$ cat config.mk
export PLATFORM = sky130hd
export DESIGN_NAME = data_cache_tag_controller
export DESIGN_NICKNAME = d
export VERILOG_FILES = /design/src/rtl/data_cache_tag_controller.sv
export SDC_FILE = /design/constraint.sdc
export NUM_CORES = 1
export LEC_CHECK = 0
export CORE_UTILIZATION = 25
export CTS_CLUSTER_DIAMETER = 30
export CTS_CLUSTER_SIZE = 12
export DETAILED_ROUTE_END_ITERATION = 10
export DONT_BUFFER_PORTS = 1
export PLACE_DENSITY = 0.45
export SYNTH_ARGS = -nofsm -noshare
export SYNTH_HDL_FRONTEND = slang
export SYNTH_SLANG_ARGS = --single-unit
$ cat constraint.sdc
create_clock -name clk_i -period 2.7 [get_ports clk_i]
set_clock_uncertainty 0.1 [all_clocks]
set_input_delay 0.675 -clock clk_i [delete_from_list [all_inputs] [get_ports clk_i]]
set_output_delay 0.675 -clock clk_i [all_outputs]
set_load 0.05 [all_outputs]
$ cat src/rtl/data_cache_tag_controller.sv
// Data cache tag lookup/refill controller: compares stored tags against requests,
// drives block refills on misses and sweeps the whole tag array on flush.
module data_cache_tag_controller #(
    parameter int ADDR_WIDTH  = 32,
    parameter int OFFSET_BITS = 4,
    parameter int INDEX_BITS  = 8,
    parameter int TAG_SIZE    = ADDR_WIDTH - INDEX_BITS - OFFSET_BITS
) (
    input  logic                  clk_i,
    input  logic                  rst_n_i,
    input  logic                  cpu_req_i,
    input  logic [ADDR_WIDTH-1:0] cpu_address_i,
    output logic                  cpu_ready_o,
    output logic                  cpu_done_o,
    output logic                  cpu_hit_o,
    input  logic                  flush_i,
    output logic                  flush_done_o,
    output logic [INDEX_BITS-1:0] tag_address_o,
    output logic                  tag_read_o,
    output logic                  tag_write_o,
    output logic [TAG_SIZE-1:0]   tag_o,
    input  logic [TAG_SIZE-1:0]   tag_i,
    output logic                  refill_req_o,
    output logic [ADDR_WIDTH-1:0] refill_address_o,
    input  logic                  refill_done_i
);
    localparam int CACHE_DEPTH = 1 << INDEX_BITS;
    localparam logic [INDEX_BITS-1:0] LAST_INDEX = INDEX_BITS'(CACHE_DEPTH - 1);

    typedef enum logic [2:0] {IDLE, COMPARE, REFILL, UPDATE, FLUSH} state_t;

    state_t                  state_reg, state_next;
    logic [TAG_SIZE-1:0]     req_tag_reg;
    logic [INDEX_BITS-1:0]   req_index_reg;
    logic [INDEX_BITS-1:0]   flush_cnt_reg;
    logic [CACHE_DEPTH-1:0]  valid_reg;

    logic [TAG_SIZE-1:0]     addr_tag;
    logic [INDEX_BITS-1:0]   addr_index;
    logic                    accept;
    logic                    lookup_hit;
    logic                    set_valid;
    logic                    clr_valid;
    logic                    unused_offset;

    assign addr_tag      = cpu_address_i[ADDR_WIDTH-1 -: TAG_SIZE];
    assign addr_index    = cpu_address_i[OFFSET_BITS +: INDEX_BITS];
    assign unused_offset = ^cpu_address_i[OFFSET_BITS-1:0];

    assign accept     = (state_reg == IDLE) && !flush_i && cpu_req_i;
    assign lookup_hit = valid_reg[req_index_reg] && (tag_i == req_tag_reg);
    assign set_valid  = (state_reg == UPDATE);
    assign clr_valid  = (state_reg == FLUSH);

    always_ff @(posedge clk_i) begin
        if (!rst_n_i) begin
            state_reg     <= IDLE;
            req_tag_reg   <= '0;
            req_index_reg <= '0;
            flush_cnt_reg <= '0;
        end else begin
            state_reg <= state_next;
            if (accept) begin
                req_tag_reg   <= addr_tag;
                req_index_reg <= addr_index;
            end
            if (state_reg == IDLE && flush_i)
                flush_cnt_reg <= '0;
            else if (state_reg == FLUSH)
                flush_cnt_reg <= flush_cnt_reg + 1'b1;
        end
    end

    // One flop per line; UPDATE sets the requested line, FLUSH clears the swept line.
    generate
        for (genvar gi = 0; gi < CACHE_DEPTH; gi++) begin : g_valid
            always_ff @(posedge clk_i) begin
                if (!rst_n_i)
                    valid_reg[gi] <= 1'b0;
                else if (set_valid && req_index_reg == INDEX_BITS'(gi))
                    valid_reg[gi] <= 1'b1;
                else if (clr_valid && flush_cnt_reg == INDEX_BITS'(gi))
                    valid_reg[gi] <= 1'b0;
            end
        end
    endgenerate

    always_comb begin
        state_next = state_reg;
        case (state_reg)
            IDLE: begin
                if (flush_i)        state_next = FLUSH;
                else if (cpu_req_i) state_next = COMPARE;
            end
            COMPARE: state_next = lookup_hit ? IDLE : REFILL;
            REFILL:  if (refill_done_i) state_next = UPDATE;
            UPDATE:  state_next = IDLE;
            FLUSH:   if (flush_cnt_reg == LAST_INDEX) state_next = IDLE;
            default: state_next = IDLE;
        endcase
    end

    // Outputs are held low while reset is asserted, whatever state is registered.
    always_comb begin
        cpu_ready_o      = 1'b0;
        cpu_done_o       = 1'b0;
        cpu_hit_o        = 1'b0;
        flush_done_o     = 1'b0;
        tag_address_o    = '0;
        tag_read_o       = 1'b0;
        tag_write_o      = 1'b0;
        tag_o            = '0;
        refill_req_o     = 1'b0;
        refill_address_o = '0;
        if (rst_n_i) begin
            case (state_reg)
                IDLE: begin
                    cpu_ready_o = !flush_i;
                    if (accept) begin
                        tag_read_o    = 1'b1;
                        tag_address_o = addr_index;
                    end
                end
                COMPARE: begin
                    cpu_done_o = lookup_hit;
                    cpu_hit_o  = lookup_hit;
                end
                REFILL: begin
                    refill_req_o     = 1'b1;
                    refill_address_o = {req_tag_reg, req_index_reg, {OFFSET_BITS{1'b0}}};
                end
                UPDATE: begin
                    tag_write_o   = 1'b1;
                    tag_address_o = req_index_reg;
                    tag_o         = req_tag_reg;
                    cpu_done_o    = 1'b1;
                end
                FLUSH: begin
                    tag_write_o   = 1'b1;
                    tag_address_o = flush_cnt_reg;
                    flush_done_o  = (flush_cnt_reg == LAST_INDEX);
                end
                default: ;
            endcase
        end
    end
endmodule

==> metrics.csv, run 1 <==
stage;metric;value;unit
clocking;Hold Buf Count CTS;0;
synthesis;most numerous cell in the Yosys netlist;nand2_1;
placed_design;gpl congestion;0.850;
setup_path;Arr. time, crit path;3.10;ns
clocking;CTS clk-pin slew, worst paths;0.04;ns
clocking;clk_lat worst skew;0.59;ns
synthesis;largest area contributor in the netlist;dfxtp_1;
clocking;Bufs on Longest Clock Path;3;
finish;Core Util, Final;36.1;%
sta;crit path time final;3.88;ns
finish;n_diodes;0;
finish;Syn-to-layout area delta;41.6;%
global_routing;first-pass GRT wire length;88.0;mm
synthesis;Synth area leaders;dfxtp_1 (42%), a21oi_1 (11%), nand2_1 (9.2%);
synthesis;Synth Area per Inst;8.10;um^2
sta;Tcrit/Tclk final;144;%
drt;DRC viols;0;
drt;via count;14100;
sta;RSZ-0062 raised after global routing;true;
flow_run;reported max-cap violation count;0;
drt;DR vias/cell;5.23;
drt;DRT Pass-1 Iters;5;
synthesis;Synth Instances;1745;
synthesis;Post-synth ARST share;0;%
global_routing;gr ovfl total;0;
floorplan;Initial Utilization;25.5;%
sta;final setup violation count;39;
clocking;clock sink total;295;
placed_design;count of input and output buffers;0;
finish;Multi-input gate area;8100;um^2
synthesis;Yosys reg bits;295;
finish;layout cells sized above 1;27.5;%
clocking;H-Tree Depth;3;
global_routing;initial antenna violation count;0;
clocking;clock root buffer;clkbuf_16;
synthesis;Post-synth top flop;dfxtp_1;
sta;hold_ws;0.118;ns
synthesis;top cell type's share of synthesized area;41.8;%
drt;Initial DRC Count;1516;
synthesis;Synth cell types;53;
setup_path;CP Launch Type;flop;
sta;fin worst setup slack;-1.18;ns
sta;Slew Viols, Final;0;
floorplan;Die Wd;240;um
floorplan;Die Footprint;57500;um^2
drt;final WL;60.2;mm
sta;Worst Max-Slew Pin Slew;0.970;ns
floorplan;I/O Pins;124;
min_path;Worst Hold Class;in2reg;
floorplan;DIE HEIGHT;240;um
setup_path;critical path class;reg2out;
power;Max IR drop VDD;0.352;mV
finish;Largest register FFs;256;
global_routing;GRT Total Usage;20.5;%
sta;f_max;0.258;GHz
placed_design;post-DP HPWL;37.3;mm
floorplan;core outline area;55400;um^2
synthesis;synth cell count leaders;nand2_1 (346), a21oi_1 (297), dfxtp_1 (295);
outcome;outcome;finished with violations;
finish;Sequential cell area;5930;um^2
synthesis;Synth Warn #;0;
drt;ANT nets after route;0;
outcome;violated checks;negative setup slack;
synthesis;Post-synth EDFFs;0;
global_routing;number of global-route vias before repair;13600;
sta;Hold Violations, Final;0;
power;PD cells;685;nW/um^2
min_path;WHS Path Cells;1;
synthesis;post-synthesis sequential area ratio;41.8;%
sta;slew margin rel.;35.0;%
clocking;CTS tree;yes;
drt;Routed WL per cell;22.3;um
global_routing;pin count of the biggest net entering global routing;136;
setup_path;Worst EP required;1.92;ns
finish;Final nets;1963;
setup_path;Reg2Reg Depth;9;
setup_path;crit-path max FO;4;
synthesis;post-synthesis cell area;14100;um^2
setup_path;crit path capture type;output pin;
power;LEAKAGE;6.78;nW
floorplan;num rows;86;
clocking;CTS Buf Count;71;
finish;fillers;5628;
==> where the power goes <==
group	switching [mW]	internal (mW)	leakage [nW]
Sequential	0.0467	4.39	2.38
Combinational	0.504	0.340	3.23
Clock	2.64	5.78	1.16
Total	3.19	10.5	6.78
==> metal layers <==
metal  part of all wire (%)  track usage, %
met5                      0               0
met4                    3.2            7.48
met3                    7.1            3.86
met2                     45            31.1
met1                     45            28.6
==> timing repair <==
action | 4_1_cts | 5_1_grt
setup endpoints to repair | 60 | 76
buffers inserted | 28 | 20
gates cloned | 6 | 4
pin swaps | 27 | 32
resized for setup | 105 | 62
endpoints found under the hold margin | 0 | 0
==> placed cells by master (no fill, tap or decap), types with 17 or more instances in the layout <==
master,count
buf_4,171
buf_12,37
nor2_1,40
and2_4,26
nand2b_1,17
clkbuf_16,78
mux4_2,61
o21ai_0,258
nand3_1,31
a21oi_1,287
dfxtp_1,285
nand2_1,336
==> cell families (layout without fill, tap and decap cells) <==
group / count (synthesis) / count (layout) / share of synthesized area, %
other: 1 / 4 / 0.0265
AOI/OAI and AO/OA: 591 / 591 / 21.6
xor gates and xnor gates: 26 / 26 / 1.61
buffers and inverters: 173 / 380 / 5.23
adders and majority gates: 4 / 4 / 0.354
and+or+nand+nor: 577 / 577 / 18.1
muxes: 78 / 78 / 11.3
DFF: 295 / 295 / 41.8
==> path summary, 6_finish.rpt <==
path | from | to | slack, ns
setup / recovery | req_index_reg[0]$_SDFFE_PN0N_ | cpu_hit_o | -1.18
hold / removal | refill_done_i | state_reg[0]$_SDFFE_PN0P_ | 0.12
setup reg to reg | req_index_reg[0]$_SDFFE_PN0N_ | state_reg[1]$_SDFFE_PN0P_ | -0.07
hold reg to reg | valid_reg[26]$_SDFFE_PN0P_ | valid_reg[26]$_SDFFE_PN0P_ | 0.37
==> layout make-up <==
| class | count | share of cell area [%] |
|---|---|---|
| well taps | 748 | 4.68 |
| flip-flops and latches | 295 | 29.7 |
| repair buffers | 247 | 13.2 |
| multi-input cells | 1280 | 40.5 |
| clock buffers | 101 | 10.4 |
| inverters | 7 | 0.188 |
| clock inverters | 25 | 1.40 |
==> critical path, stage by stage, from the launching register on <==
cell and delay (ns):
dfxtp_4 0.40, buf_12 0.13, mux4_2 0.49, mux4_2 0.47
nand2_2 0.10, nand3_2 0.09, a2111o_1 0.46, nand4_1 0.18
nor2_4 0.05, buf_12 0.15
==> stage by stage <==
| stage | instance area, um^2 | worst slack (ns) | TNS (ns) | total power [mW] | instances |
|---|---|---|---|---|---|
| floorplan | 14300 | -0.575 | -8.38 | 4.91 | 1748 |
| global placement | 16400 | -0.810 | -1.74 | 5.19 | 2522 |
| CTS | 19500 | -1.21 | -4.03 | 13.7 | 2681 |
| global route | 20000 | -1.23 | -7.93 | 14.1 | 2703 |
| detailed placement | 16400 | -0.820 | -1.77 | 5.19 | 2522 |
| finish | 20000 | -1.18 | -4.96 | 13.7 | 2703 |
No activity file was read; power rests on OpenSTA's default activity.
==> inputs of run 2 (changes only) <==
CTS_BUF_LIST = sky130_fd_sc_hd__clkbuf_16   (was unset)
==> metrics.csv, run 2 (synthesized netlist as in run 1, its figures left out) <==
stage;metric;value;unit;change
clocking;clk_lat worst skew;0.59;ns;about the same
placed_design;gpl congestion;0.850;;unchanged
floorplan;DIE HEIGHT;240;um;unchanged
drt;Routed WL per cell;22.3;um;+0.12%
global_routing;met2 GRT Util;31.0;%;-0.061 points
power;LEAKAGE;6.75;nW;-0.37%
floorplan;Die Wd;240;um;unchanged
sta;Slew Viols, Final;0;;unchanged
drt;Initial DRC Count;1534;;+1.2%
finish;Syn-to-layout area delta;40.6;%;
sta;Hold Violations, Final;0;;unchanged
floorplan;Initial Utilization;25.5;%;unchanged
global_routing;first-pass GRT wire length;87.9;mm;-0.13%
sta;f_max;0.258;GHz;about the same
clocking;Bufs on Longest Clock Path;3;;unchanged
global_routing;gr ovfl total;0;;unchanged
sta;crit path time final;3.87;ns;-0.00385 ns
floorplan;I/O Pins;124;;unchanged
finish;most frequent cells in the layout;nand2_1 (336), a21oi_1 (287), dfxtp_1 (285);;
placed_design;post-DP HPWL;37.3;mm;unchanged
drt;via count;14100;;-0.27%
placed_design;placed cell area;16400;um^2;unchanged
sta;fin worst setup slack;-1.17;ns;+0.00385 ns
floorplan;num rows;86;;unchanged
setup_path;critical path class;reg2out;;
drt;DRC viols;0;;unchanged
sta;slew margin rel.;34.4;%;-0.53 points
setup_path;Worst EP required;1.92;ns;about the same
floorplan;Die Footprint;57500;um^2;unchanged
outcome;outcome;finished with violations;;
global_routing;initial antenna violation count;0;;unchanged
flow_run;reported max-cap violation count;0;;unchanged
global_routing;GRT Total Usage;20.5;%;about the same
finish;layout cells sized above 1;26.7;%;-0.74 points
placed_design;count of input and output buffers;0;;unchanged
drt;ANT nets after route;0;;unchanged
setup_path;CP Launch Type;flop;;
clocking;CTS Buf Count;71;;unchanged
finish;n_diodes;0;;unchanged
sta;final setup violation count;38;;-2.6%
clocking;clock root buffer;clkbuf_16;;
finish;commonest non-fill, non-tap cell in the layout;nand2_1;;
drt;final WL;60.2;mm;about the same
setup_path;Arr. time, crit path;3.10;ns;about the same
clocking;clock sink total;295;;unchanged
drt;DRT Pass-1 Iters;5;;unchanged
clocking;CTS tree;yes;;
finish;final instance area;19900;um^2;-0.72%
sta;Tcrit/Tclk final;143;%;about the same
global_routing;number of global-route vias before repair;13500;;-0.22%
drt;DR vias/cell;5.22;;-0.20%
min_path;Worst Hold Class;in2reg;;
floorplan;core outline area;55400;um^2;unchanged
global_routing;GRT met3 Usage;3.90;%;+0.035 points
finish;Final nets;1961;;-0.10%
outcome;violated checks;negative setup slack;;
setup_path;crit path capture type;output pin;;
setup_path;crit-path max FO;4;;unchanged
sta;Worst Max-Slew Pin Slew;0.978;ns;+0.00785 ns
sta;RSZ-0062 raised after global routing;true;;
clocking;CTS clk-pin slew, worst paths;0.04;ns;about the same
global_routing;gr busiest metal;met2;;
power;PD cells;668;nW/um^2;-2.5%
finish;Largest register FFs;256;;unchanged
clocking;H-Tree Depth;3;;unchanged
global_routing;GRT met1 Usage;28.6;%;about the same
global_routing;pin count of the biggest net entering global routing;136;;unchanged
power;Max IR drop VDD;0.359;mV;+1.8%
power;Pwr Total;13.3;mW;-3.2%
## run 2: cell types whose count changed in the layout (fill, tap and decap cells not counted)
cell      delta
and2_4       +1
clkbuf_1    -14
inv_1       +14
clkbuf_8    -13
and2_2       -1
clkinv_1    +13
buf_4        -2
## run 2: worst paths after layout
kind | from | to | slack, ns | cells after the start
worst max-delay path | req_index_reg[0]$_SDFFE_PN0N_ | cpu_hit_o | -1.17 | 9
worst min-delay path | refill_done_i | state_reg[0]$_SDFFE_PN0P_ | 0.12 | 1
worst max register to register | req_index_reg[0]$_SDFFE_PN0N_ | state_reg[1]$_SDFFE_PN0P_ | -0.07 | 9
worst min register to register | valid_reg[99]$_SDFFE_PN0P_ | valid_reg[99]$_SDFFE_PN0P_ | 0.37 | 2
## run 2: layout make-up
type / count / area, um^2
repair buffers: 245 / 2620
clock buffers: 74 / 1850
clock inverters: 52 / 382
inverters: 7 / 37.5
multi-input cells: 1280 / 8100
well taps: 748 / 936
fillers: 5634 / 35600
flip-flops and latches: 295 / 5930
## run 2: repair_timing
item,4_1_cts,5_1_grt
hold buffers,0,0
setup buffers,28,18
resized for setup,105,63
setup endpoints to repair,60,76
gates cloned,6,4
pin swaps,27,32
## run 2: stage by stage
stage	hold slack (ns)	setup WS, ns	std cells	TNS (ns)	utilization (%)
after floorplan	0.348	-0.575	1748	-8.38	-
after global placement	0.357	-0.810	2522	-1.74	29.6
after global routing	0.0988	-1.23	2701	-7.87	35.8
after detailed placement	0.365	-0.820	2522	-1.77	29.6
final	0.121	-1.17	2701	-4.72	35.8
after CTS	0.0932	-1.21	2681	-4.04	34.9
## run 2: worst max-delay path, stage by stage, from the launching register on
cell and delay [ns]:
dfxtp_4 0.40, buf_12 0.13, mux4_2 0.49, mux4_2 0.47, nand2_2 0.10, nand3_2 0.09
a2111o_1 0.45, nand4_1 0.18, nor2_4 0.05, buf_12 0.15
## run 2: power breakdown
group | switching (mW) | total [mW] | internal [mW]
registers | 0.0470 | 4.44 | 4.39
logic | 0.502 | 0.841 | 0.338
clock network | 2.63 | 7.98 | 5.36
## run 2: routing by layer
metal	vias to the layer above	part of all wire (%)
li1	6456	-
met1	6988	45
met2	513	45
met3	134	6.6
met4	0	3.3
met5	-	0
==> inputs of run 3 (changes only) <==
CTS_CLUSTER_DIAMETER = 60   (was 30)
PLACE_DENSITY = 0.43   (was 0.45)
clock period = 4.08 ns   (was 2.7 ns; I/O delays follow)
==> metrics.csv, run 3 (synthesized netlist as in run 1, its figures left out) <==
stage;metric;value;unit;change
setup_path;Reg2Reg Depth;4;;-5
sta;crit path time final;4.21;ns;
finish;most frequent cells in the layout;nand2_1 (345), a21oi_1 (295), dfxtp_1 (292);;
placed_design;count of input and output buffers;0;;unchanged
clocking;CTS clk-pin slew, worst paths;0.06;ns;+0.02 ns
setup_path;critical path class;reg2out;;
sta;Hold Violations, Final;0;;unchanged
setup_path;worst flop-to-flop path endpoint;valid_reg[35]$_SDFFE_PN0P_;;
floorplan;DIE HEIGHT;240;um;unchanged
floorplan;Die Footprint;57500;um^2;unchanged
finish;Core Util, Final;30.5;%;-5.4 points
sta;final setup violation count;2;;-95%
outcome;violated checks;negative setup slack;;
finish;Final nets;1812;;-7.6%
global_routing;initial antenna violation count;0;;unchanged
global_routing;gr ovfl total;0;;unchanged
global_routing;pin count of the biggest net entering global routing;231;;+70%
global_routing;number of global-route vias before repair;12400;;-8.4%
setup_path;crit path capture type;output pin;;
outcome;outcome;finished with violations;;
finish;Syn-to-layout area delta;19.6;%;
drt;DRT Pass-1 Iters;5;;unchanged
setup_path;CP Launch Type;flop;;
sta;Tcrit/Tclk final;103;%;
clocking;CTS tree;yes;;
clocking;Bufs on Longest Clock Path;3;;unchanged
power;cell internal pwr;4.85;mW;-52%
setup_path;crit-path max FO;6;;+2
clocking;H-Tree Depth;2;;-1
floorplan;Initial Utilization;25.5;%;unchanged
setup_path;Worst EP required;2.96;ns;+1.04 ns
power;Seq pwr share;44.8;%;+11 points
drt;DR vias/cell;5.21;;-0.19%
drt;ANT nets after route;0;;unchanged
setup_path;Arr. time, crit path;3.09;ns;about the same
power;Max IR drop VDD;0.261;mV;-27%
power;Psw;1.68;mW;-47%
power;switch share;25.8;%;+1.8 points
power;Clk network pwr share;48.7;%;-11 points
min_path;WHS Path Cells;2;;+1
finish;layout cells sized above 1;16.1;%;-11 points
drt;DRC viols;0;;unchanged
clocking;Hold Buf Count CTS;0;;unchanged
finish;Multi-input gate area;7650;um^2;-5.5%
floorplan;num rows;86;;unchanged
sta;f_max;0.237;GHz;
min_path;Worst Hold Class;reg2reg;;
global_routing;GRT met3 Usage;2.86;%;-1.0 points
clocking;CTS Buf Count;37;;-48%
drt;via count;13100;;-6.7%
min_path;Hold Path End;valid_reg[108]$_SDFFE_PN0P_;;
drt;Initial DRC Count;1204;;-22%
clocking;clk_lat worst skew;0.55;ns;-0.04 ns
clocking;clock root buffer;clkbuf_16;;
global_routing;met2 GRT Util;29.7;%;-1.4 points
global_routing;gr busiest metal;met2;;
min_path;Worst Hold Launch;valid_reg[108]$_SDFFE_PN0P_;;
power;Logic pwr share;6.5;%;+0.2 points
sta;RSZ-0062 raised after global routing;true;;
flow_run;reported max-cap violation count;0;;unchanged
sta;fin worst setup slack;-0.134;ns;+1.04 ns
global_routing;GRT Total Usage;19.1;%;-1.4 points
setup_path;R2R setup slack;1.10;ns;+1.17 ns
finish;commonest non-fill, non-tap cell in the layout;nand2_1;;
sta;Slew Viols, Final;0;;unchanged
placed_design;gpl congestion;0.810;;-4.7%
placed_design;post-DP HPWL;33.9;mm;-9.1%
floorplan;Die Wd;240;um;unchanged
sta;slew margin rel.;9.00;%;-25 points
finish;fillers;5856;;+3.9%
finish;Largest register FFs;256;;unchanged
floorplan;core outline area;55400;um^2;unchanged
global_routing;GRT met1 Usage;26.8;%;-1.8 points
floorplan;I/O Pins;124;;unchanged
clocking;clock sink total;295;;unchanged
sta;Worst Max-Slew Pin Slew;1.37;ns;+0.387 ns
power;LEAKAGE;5.36;nW;-21%
setup_path;worst r2r src;flush_cnt_reg[2]$_SDFFE_PP0P_;;
finish;Sequential cell area;5920;um^2;-0.27%
drt;Routed WL per cell;22.2;um;-0.44%
sta;setup TNS;-0.259;ns;+4.46 ns
drt;final WL;56.1;mm;-6.9%
global_routing;first-pass GRT wire length;82.0;mm;-6.7%
power;PD cells;387;nW/um^2;-42%
run 3: per-stage QoR:
stage | cells | instance area [um^2] | power [mW] | setup WS [ns] | hold slack (ns)
global placement | 2427 | 15300 | 3.37 | -0.0261 | 0.357
finish | 2525 | 16900 | 6.53 | -0.134 | 0.370
detailed placement | 2427 | 15300 | 3.37 | -0.0558 | 0.365
CTS | 2504 | 16700 | 6.58 | -0.213 | 0.372
global route | 2523 | 16900 | 6.74 | -0.204 | 0.387
floorplan | 1748 | 14100 | 3.23 | 0.115 | 0.348
run 3: what timing repair did:
| action | CTS | global route |
|---|---|---|
| endpoints found under the setup margin | 2 | 2 |
| cloned | 1 | 0 |
| setup buffers | 13 | 20 |
| pin swaps | 7 | 5 |
| resized for setup | 11 | 18 |
run 3: cell type report:
cell class / count / share of cell area [%]
clock inverter: 24 / 1.05
tap: 748 / 5.54
clock buffer: 39 / 5.78
multi-input combinational: 1280 / 45.3
inverter: 7 / 0.200
antenna: 2 / 0.0296
timing repair buffer: 130 / 7.05
sequential: 295 / 35.0
run 3: per-layer routing:
metal  vias to the layer above  share of wire (%)
met1                      6518                 45
met4                         0                2.8
met5                         -                  0
met3                        92                5.9
met2                       401                 46
li1                       6137                  -
run 3: worst max-delay path by stage:
stage                                   from          end  slack [ns]  depth (start not counted)
2_1_floorplan                        rst_n_i  cpu_ready_o        0.12                          3
3_3_place_gp   req_index_reg[0]$_SDFFE_PN0N_    cpu_hit_o       -0.03                         10
3_5_place_dp   req_index_reg[0]$_SDFFE_PN0N_    cpu_hit_o       -0.06                         10
4_1_cts        req_index_reg[0]$_SDFFE_PN0N_    cpu_hit_o       -0.21                          9
5_1_grt        req_index_reg[1]$_SDFFE_PN0N_   cpu_done_o       -0.20                         10
6_report       req_index_reg[0]$_SDFFE_PN0N_    cpu_hit_o       -0.13                          9
run 3: power by group through the flow:
stage / registers (mW) / logic, mW / clock network (mW)
floorplan: 2.97 / 0.261 / 0
finish: 2.93 / 0.426 / 3.18
CTS: 2.92 / 0.406 / 3.24
detailed placement: 3.00 / 0.375 / 0
global placement: 3.00 / 0.373 / 0
global route: 2.93 / 0.453 / 3.36
run 3: critical path, stage by stage, from the launching register on:
cell      delay [ns]
dfxtp_4         0.42
buf_12          0.13
mux4_2          0.51
mux4_2          0.51
nand2_2         0.10
nand3_2         0.06
a2111o_1        0.46
nand4_1         0.14
nor2_1          0.06
buf_6           0.15
